==> src/rtl/fp_pkg.sv <==
// Shared floating-point helpers: rounding-mode encodings and field extraction
// parametrised at call time by exponent/mantissa width (formats up to 64 bits).
package fp_pkg;

  localparam logic [1:0] RND_TRUNC = 2'b00;
  localparam logic [1:0] RND_FLOOR = 2'b01;
  localparam logic [1:0] RND_CEIL  = 2'b10;
  localparam logic [1:0] RND_RNE   = 2'b11;

  function automatic int unsigned fp_bias(input int unsigned exp_w);
    return (32'd1 << (exp_w - 1)) - 32'd1;
  endfunction

  function automatic logic fp_sign(input logic [63:0] x, input int unsigned exp_w,
                                   input int unsigned man_w);
    logic [63:0] t;
    t = x >> (exp_w + man_w);
    return t[0];
  endfunction

  function automatic logic [63:0] fp_exp(input logic [63:0] x, input int unsigned exp_w,
                                         input int unsigned man_w);
    return (x >> man_w) & ((64'd1 << exp_w) - 64'd1);
  endfunction

  function automatic logic [63:0] fp_man(input logic [63:0] x, input int unsigned man_w);
    return x & ((64'd1 << man_w) - 64'd1);
  endfunction

endpackage

==> src/rtl/fp_round_pipe_if.sv <==
// Streaming valid/ready bundle for fp_round_pipe.
// out_inexact exists only when FP_ROUND_INEXACT_EN is defined.
interface fp_round_pipe_if #(
  parameter int unsigned EXP_W = 8,
  parameter int unsigned MAN_W = 23
);
  logic                   in_valid;
  logic                   in_ready;
  logic [EXP_W+MAN_W:0]   in_data;
  logic [1:0]             in_mode;
  logic                   out_valid;
  logic                   out_ready;
  logic [EXP_W+MAN_W:0]   out_data;
`ifdef FP_ROUND_INEXACT_EN
  logic                   out_inexact;
`endif

  modport master (
    output in_valid, in_data, in_mode, out_ready,
    input  in_ready, out_valid, out_data
`ifdef FP_ROUND_INEXACT_EN
    , input out_inexact
`endif
  );

  modport slave (
    input  in_valid, in_data, in_mode, out_ready,
    output in_ready, out_valid, out_data
`ifdef FP_ROUND_INEXACT_EN
    , output out_inexact
`endif
  );

endinterface

==> src/rtl/fp_round_core.sv <==
// Combinational classify / increment decision for round-to-integral.
// Produces sign, truncated magnitude and an addend so the next stage only adds.
module fp_round_core
  import fp_pkg::*;
#(
  parameter int unsigned EXP_W = 8,
  parameter int unsigned MAN_W = 23
) (
  input  logic [EXP_W+MAN_W:0]   data_i,
  input  logic [1:0]             mode_i,
  output logic                   sign_o,
  output logic [EXP_W+MAN_W-1:0] mag_o,
  output logic [EXP_W+MAN_W-1:0] addend_o
`ifdef FP_ROUND_INEXACT_EN
  , output logic                 inexact_o
`endif
);

  localparam int BIAS = int'(fp_bias(EXP_W));

  logic [EXP_W-1:0] exp_f;
  logic [MAN_W-1:0] man_f;
  logic [MAN_W-1:0] mask;
  logic [MAN_W-1:0] half_mask;
  logic             sign;
  logic             frac_nz, half, sticky, lsb, inc, one;
  int               e;

  assign sign  = fp_sign(64'(data_i), EXP_W, MAN_W);
  assign exp_f = EXP_W'(fp_exp(64'(data_i), EXP_W, MAN_W));
  assign man_f = MAN_W'(fp_man(64'(data_i), MAN_W));
  assign e     = int'(exp_f) - BIAS;

  // Fraction bits are the low MAN_W-e mantissa bits; half_mask isolates the top one.
  assign mask      = {MAN_W{1'b1}} >> e;
  assign half_mask = mask & ~(mask >> 1);
  assign frac_nz   = |(man_f & mask);
  assign half      = |(man_f & half_mask);
  assign sticky    = |(man_f & (mask >> 1));
  assign lsb       = (e == 0) | (|(man_f & (half_mask << 1)));

  always_comb begin
    sign_o   = sign;
    mag_o    = data_i[EXP_W+MAN_W-1:0];
    addend_o = '0;
    inc      = 1'b0;
    one      = 1'b0;
`ifdef FP_ROUND_INEXACT_EN
    inexact_o = 1'b0;
`endif
    if ((&exp_f) || (exp_f == '0 && man_f == '0) || e >= int'(MAN_W)) begin
      // Inf/NaN, zero and already-integral values pass through untouched.
    end else if (e < 0) begin
      case (mode_i)
        RND_TRUNC: one = 1'b0;
        RND_FLOOR: one = sign;
        RND_CEIL:  one = ~sign;
        default:   one = (e == -1) && (man_f != '0);
      endcase
      mag_o = one ? {EXP_W'(BIAS), {MAN_W{1'b0}}} : '0;
`ifdef FP_ROUND_INEXACT_EN
      inexact_o = 1'b1;
`endif
    end else begin
      case (mode_i)
        RND_TRUNC: inc = 1'b0;
        RND_FLOOR: inc = sign & frac_nz;
        RND_CEIL:  inc = ~sign & frac_nz;
        default:   inc = half & (sticky | lsb);
      endcase
      mag_o    = {exp_f, man_f & ~mask};
      // One unit in the last integral place; at e == 0 this lands on the exponent LSB.
      addend_o = inc ? {{(EXP_W-1){1'b0}}, half_mask, 1'b0} : '0;
`ifdef FP_ROUND_INEXACT_EN
      inexact_o = frac_nz;
`endif
    end
  end

endmodule

==> src/rtl/fp_round_pipe.sv <==
// Two-stage pipelined FP round-to-integral with valid/ready backpressure.
// Define FP_ROUND_INEXACT_EN to build the out_inexact flag.
module fp_round_pipe
  import fp_pkg::*;
#(
  parameter int unsigned EXP_W = 8,
  parameter int unsigned MAN_W = 23
) (
  input logic            clk,
  input logic            rst,
  fp_round_pipe_if.slave bus
);

  localparam int unsigned MW = EXP_W + MAN_W;

  logic          adv;
  logic          c_sign;
  logic [MW-1:0] c_mag, c_add;

  logic          s1_valid_q, s1_sign_q;
  logic [MW-1:0] s1_mag_q, s1_add_q;
  logic          out_valid_q;
  logic [MW:0]   out_data_q, out_data_d;

`ifdef FP_ROUND_INEXACT_EN
  logic c_inexact, s1_inexact_q, out_inexact_q;
`endif

  fp_round_core #(
    .EXP_W (EXP_W),
    .MAN_W (MAN_W)
  ) u_core (
    .data_i   (bus.in_data),
    .mode_i   (bus.in_mode),
    .sign_o   (c_sign),
    .mag_o    (c_mag),
    .addend_o (c_add)
`ifdef FP_ROUND_INEXACT_EN
    , .inexact_o (c_inexact)
`endif
  );

  // Whole pipeline moves together whenever the output slot is free or draining.
  assign adv          = ~out_valid_q | bus.out_ready;
  assign bus.in_ready = adv;

  // Mantissa carry ripples into the exponent naturally.
  always_comb begin
    out_data_d = {s1_sign_q, s1_mag_q + s1_add_q};
  end

  always_ff @(posedge clk or posedge rst) begin
    if (rst) begin
      s1_valid_q  <= 1'b0;
      s1_sign_q   <= 1'b0;
      s1_mag_q    <= '0;
      s1_add_q    <= '0;
      out_valid_q <= 1'b0;
      out_data_q  <= '0;
    end else if (adv) begin
      s1_valid_q  <= bus.in_valid;
      s1_sign_q   <= c_sign;
      s1_mag_q    <= c_mag;
      s1_add_q    <= c_add;
      out_valid_q <= s1_valid_q;
      if (s1_valid_q) out_data_q <= out_data_d;
    end
  end

`ifdef FP_ROUND_INEXACT_EN
  always_ff @(posedge clk or posedge rst) begin
    if (rst) begin
      s1_inexact_q  <= 1'b0;
      out_inexact_q <= 1'b0;
    end else if (adv) begin
      s1_inexact_q <= c_inexact;
      if (s1_valid_q) out_inexact_q <= s1_inexact_q;
    end
  end

  assign bus.out_inexact = out_inexact_q;
`endif

  assign bus.out_valid = out_valid_q;
  assign bus.out_data  = out_data_q;

endmodule

==> src/flat_wrapper.sv <==
// flat-port wrapper written by rule: the top's interface ports become plain ports
module fp_round_pipe_flat import fp_pkg::*;
#(
  parameter int unsigned EXP_W = 8,
  parameter int unsigned MAN_W = 23
)
  (clk, rst, bus_in_valid, bus_in_data, bus_in_mode, bus_out_ready, bus_in_ready, bus_out_valid, bus_out_data);
  fp_round_pipe_if #(.EXP_W(EXP_W), .MAN_W(MAN_W)) bus_i ();
  input logic clk;
  input logic rst;
  input wire logic [$bits(bus_i.in_valid)-1:0] bus_in_valid;
  input wire logic [$bits(bus_i.in_data)-1:0] bus_in_data;
  input wire logic [$bits(bus_i.in_mode)-1:0] bus_in_mode;
  input wire logic [$bits(bus_i.out_ready)-1:0] bus_out_ready;
  output wire logic [$bits(bus_i.in_ready)-1:0] bus_in_ready;
  output wire logic [$bits(bus_i.out_valid)-1:0] bus_out_valid;
  output wire logic [$bits(bus_i.out_data)-1:0] bus_out_data;
  assign bus_i.in_valid = bus_in_valid;
  assign bus_i.in_data = bus_in_data;
  assign bus_i.in_mode = bus_in_mode;
  assign bus_i.out_ready = bus_out_ready;
  assign bus_in_ready = bus_i.in_ready;
  assign bus_out_valid = bus_i.out_valid;
  assign bus_out_data = bus_i.out_data;
  fp_round_pipe #(.EXP_W(EXP_W), .MAN_W(MAN_W)) u_core (.clk(clk), .rst(rst), .bus(bus_i));
endmodule
==> config.mk <==
export PLATFORM = sky130hd
export DESIGN_NAME = fp_round_pipe_flat
export DESIGN_NICKNAME = d
export VERILOG_FILES = /design/src/rtl/fp_pkg.sv /design/src/rtl/fp_round_pipe_if.sv /design/src/rtl/fp_round_core.sv /design/src/rtl/fp_round_pipe.sv /design/src/flat_wrapper.sv
export SDC_FILE = /design/constraint.sdc
export NUM_CORES = 1
export LEC_CHECK = 0
export CAP_MARGIN = 20
export CELL_PAD_IN_SITES_DETAIL_PLACEMENT = 0
export CELL_PAD_IN_SITES_GLOBAL_PLACEMENT = 1
export CORE_MARGIN = 2
export CORE_UTILIZATION = 40
export CTS_BUF_LIST = sky130_fd_sc_hd__clkbuf_8
export DETAILED_ROUTE_END_ITERATION = 6
export GPL_TIMING_DRIVEN = 0
export PLACE_DENSITY_LB_ADDON = 0.1
export RECOVER_POWER = 100
export SYNTH_ARGS = -nofsm -noshare
export SYNTH_HDL_FRONTEND = slang
export SYNTH_SLANG_ARGS = --single-unit
==> constraint.sdc <==
create_clock -name clk -period 3.6 [get_ports clk]
set_clock_uncertainty 0.05 [all_clocks]
set_input_delay 0.72 -clock clk [delete_from_list [all_inputs] [get_ports clk]]
set_output_delay 0.72 -clock clk [all_outputs]
set_load 0.03 [all_outputs]
# --- Word-level counts from Yosys, hierarchy flattened ---
# Cells that the tools add are included.
op_classes:
  n_addsub: 2
  muxes: 12
  reduce_logical: 15
  n_eq_ne: 3
  bitwise_logic: 16
  n_shift: 1
  magnitude_cmp: 2
op_table:
  columns: ["cell", "n"]
  rows:
  - ["2-to-1 mux 31 bit", 4]
  - ["bitwise AND 23 bit", 5]
  - ["OR reduction 23 bit", 4]
  - ["logical NOT 32 bit", 1]
  - ["right shift 23 x 32 -> 23 bit, first input constant", 1]
  - ["adder 31 bit", 1]
  - ["2-to-1 mux 30 bit", 1]
  - ["2-to-1 mux 24 bit", 1]
  - ["bitwise AND 23 x 22 -> 23 bit", 1]
  - ["logical NOT 23 bit", 1]
  - ["NOT 22 -> 23 bit", 1]
  - ["NOT 23 bit", 1]
  - ["nonzero test 23 bit", 1]
  - ["equality test 9 x 1 -> 1 bit, second input constant", 1]
  - ["greater-or-equal comparator 9 x 6 -> 1 bit, second input constant", 1]
  - ["< comparator 9 x 1 -> 1 bit, second input constant", 1]
  - ["subtractor 8 x 7 -> 9 bit, second input constant", 1]
  - ["logical NOT 8 bit", 1]
  - ["AND reduction 8 bit", 1]
  - ["case mux 1 bit (3 select lines)", 2]
  - ["2-to-1 mux 1 bit", 4]
  - ["bitwise AND 1 bit", 3]
  - ["OR 1 bit", 3]
  - ["equality test 2 x 1 -> 1 bit, second input constant", 1]
  - ["other kinds (6)", 9]
word_totals:
  ff_bits: 97
  inputBits: 38
  output_inout_bits: 34
  word_cells: 57

# --- Logic depth before layout (Yosys ltp) ---
depth:
  ltp_word: 15
  depth_mapped: 15
  depth_no_buf: 12

# --- By module ---
# From an unflattened synthesis, not the netlist that was laid out.
unflattened:
  cells_unflattened: 1055
  hier_area_um2: 8055.2
modules_own_cells:
  columns: ["mod", "seq_area_each_um2", "instances", "area_per_inst_um2", "cells_per_inst"]
  rows:
  - ["fp_round_pipe", 2427.3, 1, 5427.7, 636]
  - ["fp_round_core", 0.0, 1, 2627.5, 419]

# --- Least setup slack after synthesis ---
# Ideal clock, no wire load.
synth_path:
  path_type: "input port to flip-flop"
  start: "input bus_in_data[24]"
  end: "register u_core.s1_add_q[2]"
  setup_time_ns: 0.147
  path_buffers: 2
  required_time_ns: 3.403
  setup_slack_ns: -0.048
  arrival_time_ns: 3.451
  stages: 13
  cell_sequence: "buf_2 -> inv_1 -> ha_1 -> nand2b_1 -> nor3_1 -> mux2_1 -> or4_1 -> nor4b_1 -> o2111ai_1 -> nor3_2 -> o21a_2 -> buf_6 -> o22ai_1"
synth_between:
  elab_chain_cells: 15
  elab_cells_between_ends: 31
  classes_between: "1 x add/sub; 2 x order compare; 1 x shift; 6 x mux; 11 x bitwise; 10 x reduce/logical"
synth_rtl:
  columns: ["item", "line", "source"]
  rows:
  - ["from (decl)", "flat_wrapper.sv:12", "input wire logic [$bits(bus_i.in_data)-1:0] bus_in_data;"]
  - ["subtractor 8 x 7 -> 9 bit", "fp_round_core.sv:32", "assign e = int'(exp_f) - BIAS;"]
  - ["right shift 23 x 32 -> 23 bit", "fp_round_core.sv:35", "assign mask = {MAN_W{1'b1}} >> e;"]
  - ["NOT 22 -> 23 bit", "fp_round_core.sv:36", "assign half_mask = mask & ~(mask >> 1);"]
  - ["bitwise AND 23 bit", "fp_round_core.sv:36", null]
  - ["bitwise AND 23 bit", "fp_round_core.sv:40", "assign lsb = (e == 0) | (|(man_f & (half_mask << 1)));"]
  - ["OR reduction 23 bit", "fp_round_core.sv:40", null]
  - ["OR 1 bit", "fp_round_core.sv:40", null]
  - ["OR 1 bit", "fp_round_core.sv:69", "default: inc = half & (sticky | lsb);"]
  - ["bitwise AND 1 bit", "fp_round_core.sv:69", null]
  - ["case mux 1 bit (3 select lines)", "fp_round_core.sv:65", "case (mode_i)"]
  - ["2-to-1 mux 1 bit", "fp_round_core.sv:53", "end else if (e < 0) begin"]
  - ["2-to-1 mux 1 bit", "fp_round_core.sv:51", "if ((&exp_f) || (exp_f == '0 && man_f == '0) || e >= int'(MAN_W)) begin"]
  - ["2-to-1 mux 24 bit", "fp_round_core.sv:73", "addend_o = inc ? {{(EXP_W-1){1'b0}}, half_mask, 1'b0} : '0;"]
  - ["2-to-1 mux 31 bit", "fp_round_core.sv:53", null]
  - ["2-to-1 mux 31 bit (*)", "fp_round_core.sv:51", null]
  - ["to (signal assigned)", "fp_round_pipe.sv:57", "s1_add_q <= '0;"]
  - ["to (signal assigned)", "fp_round_pipe.sv:64", "s1_add_q <= c_add;"]
  - ["to (decl)", "fp_round_pipe.sv:21", "logic [MW-1:0] s1_mag_q, s1_add_q;"]
# Mark *: on every way between the ends. The rest lies on a longest branch, timed or not. The select of a mux whose other input is x is not followed.
# A chain may end at the register's enable or synchronous reset.

# --- Worst setup path in the final report ---
layout_path:
  start: "input bus_in_data[23]"
  end: "register u_core.s1_add_q[2]"
# The elaborated chain is that of the path after synthesis.

==> out/qor.yml <==
worstHoldPathType: "register to register"
core_area_um2: 16400
drtIter0Drc: 587
port_buffers: 67
cts.reportedPaths.clkPinSlew_ns: 0.08
fillers: 1622
status: "finished clean"
antenna_found_initial: 0
dieArea_um2: 17700
required_ns: 3.80
cts_buffers: 9
path_buf_inv: 4
arrival_ns: 3.74
crit_family: "compound AO/OA/AOI/OAI gates"
clkLatencyLatePin_ns: 0.37
tightest_slew_ns: 1.39
p_leak_nw: 3.48
cts_tree: "built"
hold_ws_ns: 0.423
h-tree-depth: 3
cp_slowest_cell: "nand2b_1"
grt.overflow.total: 0
yosys-top-cells-count: "nand2_1 (154), dfrtp_1 (89), o21ai_0 (83)"
fp-row-count: 47
vias: 6871
dieWidth_um: 133
min_period_over_period_pct: 98.5
synth_seq_cells: 89
clk_path_buf_depth: 2
yosysSeqAreaShare_pct: 33.5
dr.pass1.iters: 5
slew_viol_final: 0
worstPathCellList: "buf_6 -> clkinvlp_4 -> ha_4 -> buf_4 -> nand2b_1 -> o2111ai_1 -> o21a_1 -> a22oi_1 -> a41oi_2 -> o31a_1 -> o21ai_0 -> o21a_2 -> clkbuf_2 -> o22ai_1"
start_util_pct: 40.6
cp_max_fo: 9
cap_violations: 0
yosys-top-cells-area: "dfrtp_1 (33%), nand2_1 (8.7%), o21ai_0 (6.2%)"
post-route-util_pct: 49.4
synth.most_common_cell: "nand2_1"
cts_root_buf: "clkbuf_8"
die_h_um: 133
io_pins: 72
synth-edff-count: 0
period_needed_ns: 3.55
grt_max_degree: 59
wirelength_um: 25000
antennaDiodeCount: 0
async_flop_share_pct: 100
drcViolationCount: 0
synth_cells: 839
synth_cell_type_count: 75
setup_viol: 0
end_kind: "register"
syn_area_per_cell_um2: 7.93
dp.cells: 1127
setup_slack_ns: 0.0531
synth_top_area_share_pct: 33.5
avgRoutedWirePerCell_um: 21.7
hold_viol_final: 0
rsz0062_at_grt: "false"
gp_congestion: 0.953
grt_pass1_wl_um: 38800
synth_flop_cell: "dfrtp_1"
crit_path_start_kind: "input port"
hpwl_um: 19300
final_net_count: 997
slew_headroom_pct: 6.77
clock-sinks: 89
ant_nets: 0
grtUsageTotal_pct: 28.3
setup-tns-final_ns: 0
critPathKind: "input port to register"
yosysWarnings: 0
cts.hold.buffers_added: 0
fin_cells: 1153
syn-num-nets: 908
drive_gt1_share_pct: 10.8
p_per_area_nw_per_um2: 391
fmax_mhz: 282
dp_slack_ns: -1.58
slowest_delay_ns: 0.39
syn_to_final_growth_pct: 21.7
synth_area_leader_cell: "dfrtp_1"
via_per_inst: 5.96
peakVddDrop_uv: 245
syn_area_um2: 6660
grt_pass1_vias: 6660
[worst paths after layout]
path | start | to | slack, ns | cells past startpoint
min in group asynchronous | rst | u_core.bus.out_data[25]$_DFFE_PP0P_ | 1.05 | 2
worst max register to register | u_core.s1_mag_q[1]$_DFFE_PP0N_ | u_core.bus.out_data[23]$_DFFE_PP0P_ | 0.26 | 12
worst max-delay path | bus_in_data[23] | u_core.s1_add_q[2]$_DFFE_PP0N_ | 0.05 | 14
worst min-delay path | u_core.bus.out_data[4]$_DFFE_PP0P_ | u_core.bus.out_data[4]$_DFFE_PP0P_ | 0.42 | 2
worst min register to register | u_core.bus.out_data[4]$_DFFE_PP0P_ | u_core.bus.out_data[4]$_DFFE_PP0P_ | 0.42 | 2
max in group asynchronous | rst | u_core.s1_mag_q[9]$_DFFE_PP0N_ | 0.54 | 3
[routing by layer]
layer  global-route usage, %  vias up  wire [um]
met1                    38.1     3313      11000
li1                        -     3214          -
met3                    3.45       66       1250
met2                    46.6      278      11900
met4                    11.0        0        934
met5                       0        -          0
[power breakdown]
group	switching (W)	leakage (nW)	internal (W)	total [W]
registers	0.0000908	1.15	0.00114	0.00123
clock network	0.000368	0.113	0.000412	0.000780
logic	0.000748	2.21	0.000402	0.00115
[placed cells by master, fill, tap and decap left out, types with 23 or more instances in the layout]
master / netlist / layout
nand2_1: 154 / 154
dfrtp_1: 89 / 89
o21ai_0: 83 / 81
nor2_1: 54 / 51
a21oi_1: 47 / 47
dlygate4sd3_1: 0 / 35
nand3_1: 31 / 31
ha_1: 30 / 28
clkdlybuf4s50_1: 0 / 27
clkbuf_1: 28 / 23
[cell families after synthesis]
kind of cell,count (synthesis),share of synthesized area (%)
buffers and inverters,73,5.04
XOR/XNOR,30,4.23
multiplexers,11,1.73
adder cells (fa/ha/maj),31,5.94
AO/OA/AOI/OAI,259,25.0
flip-flops,89,33.5
AND/OR/NAND/NOR,346,24.6
[stage by stage]
step / instance area [um2] / total power [W]
2_1_floorplan: 6660 / 0.00191
3_3_place_gp: 7610 / 0.00237
3_5_place_dp: 7640 / 0.00240
4_1_cts: 7990 / 0.00319
5_1_grt: 8100 / 0.00333
6_report: 8100 / 0.00316
[layout make-up]
class                   count  area [um2]  area share, %
multi-input cells         677        4240           52.4
flip-flops and latches     89        2230           27.5
repair buffers             80         772           9.53
well taps                 220         275           3.40
plain buffers              51         274           3.38
clock buffers              10         138           1.70
clock inverters             6        90.1           1.11
inverters                  20        80.1          0.989
[flip-flops by register name, summed over array words and instances, names as in the netlist]
name                  flops
u_core.bus.out_data      32
u_core.s1_mag_q          31
u_core.s1_add_q          23
u_core.bus.out_valid      1
u_core.s1_sign_q          1
u_core.s1_valid_q         1
[worst reg2reg max path: stages (launching register included)]
cell       delay (ns)
dfrtp_1          0.40
ha_1             0.19
inv_1            0.06
fa_1             0.39
nor2b_1          0.17
o211ai_1         0.10
a21boi_0         0.37
a31oi_1          0.22
o2111ai_1        0.46
and2_0           0.23
a41o_1           0.36
xnor2_1          0.15
o21ai_0          0.08
[repair_timing]
action	4_1_cts	5_1_grt
endpoints found under the setup margin	44	39
pin swaps	5	8
gates resized for setup	33	38
hold endpoints to repair	0	0
gates cloned	0	2
buffers inserted	6	4
(Power assumes the default switching activity.)
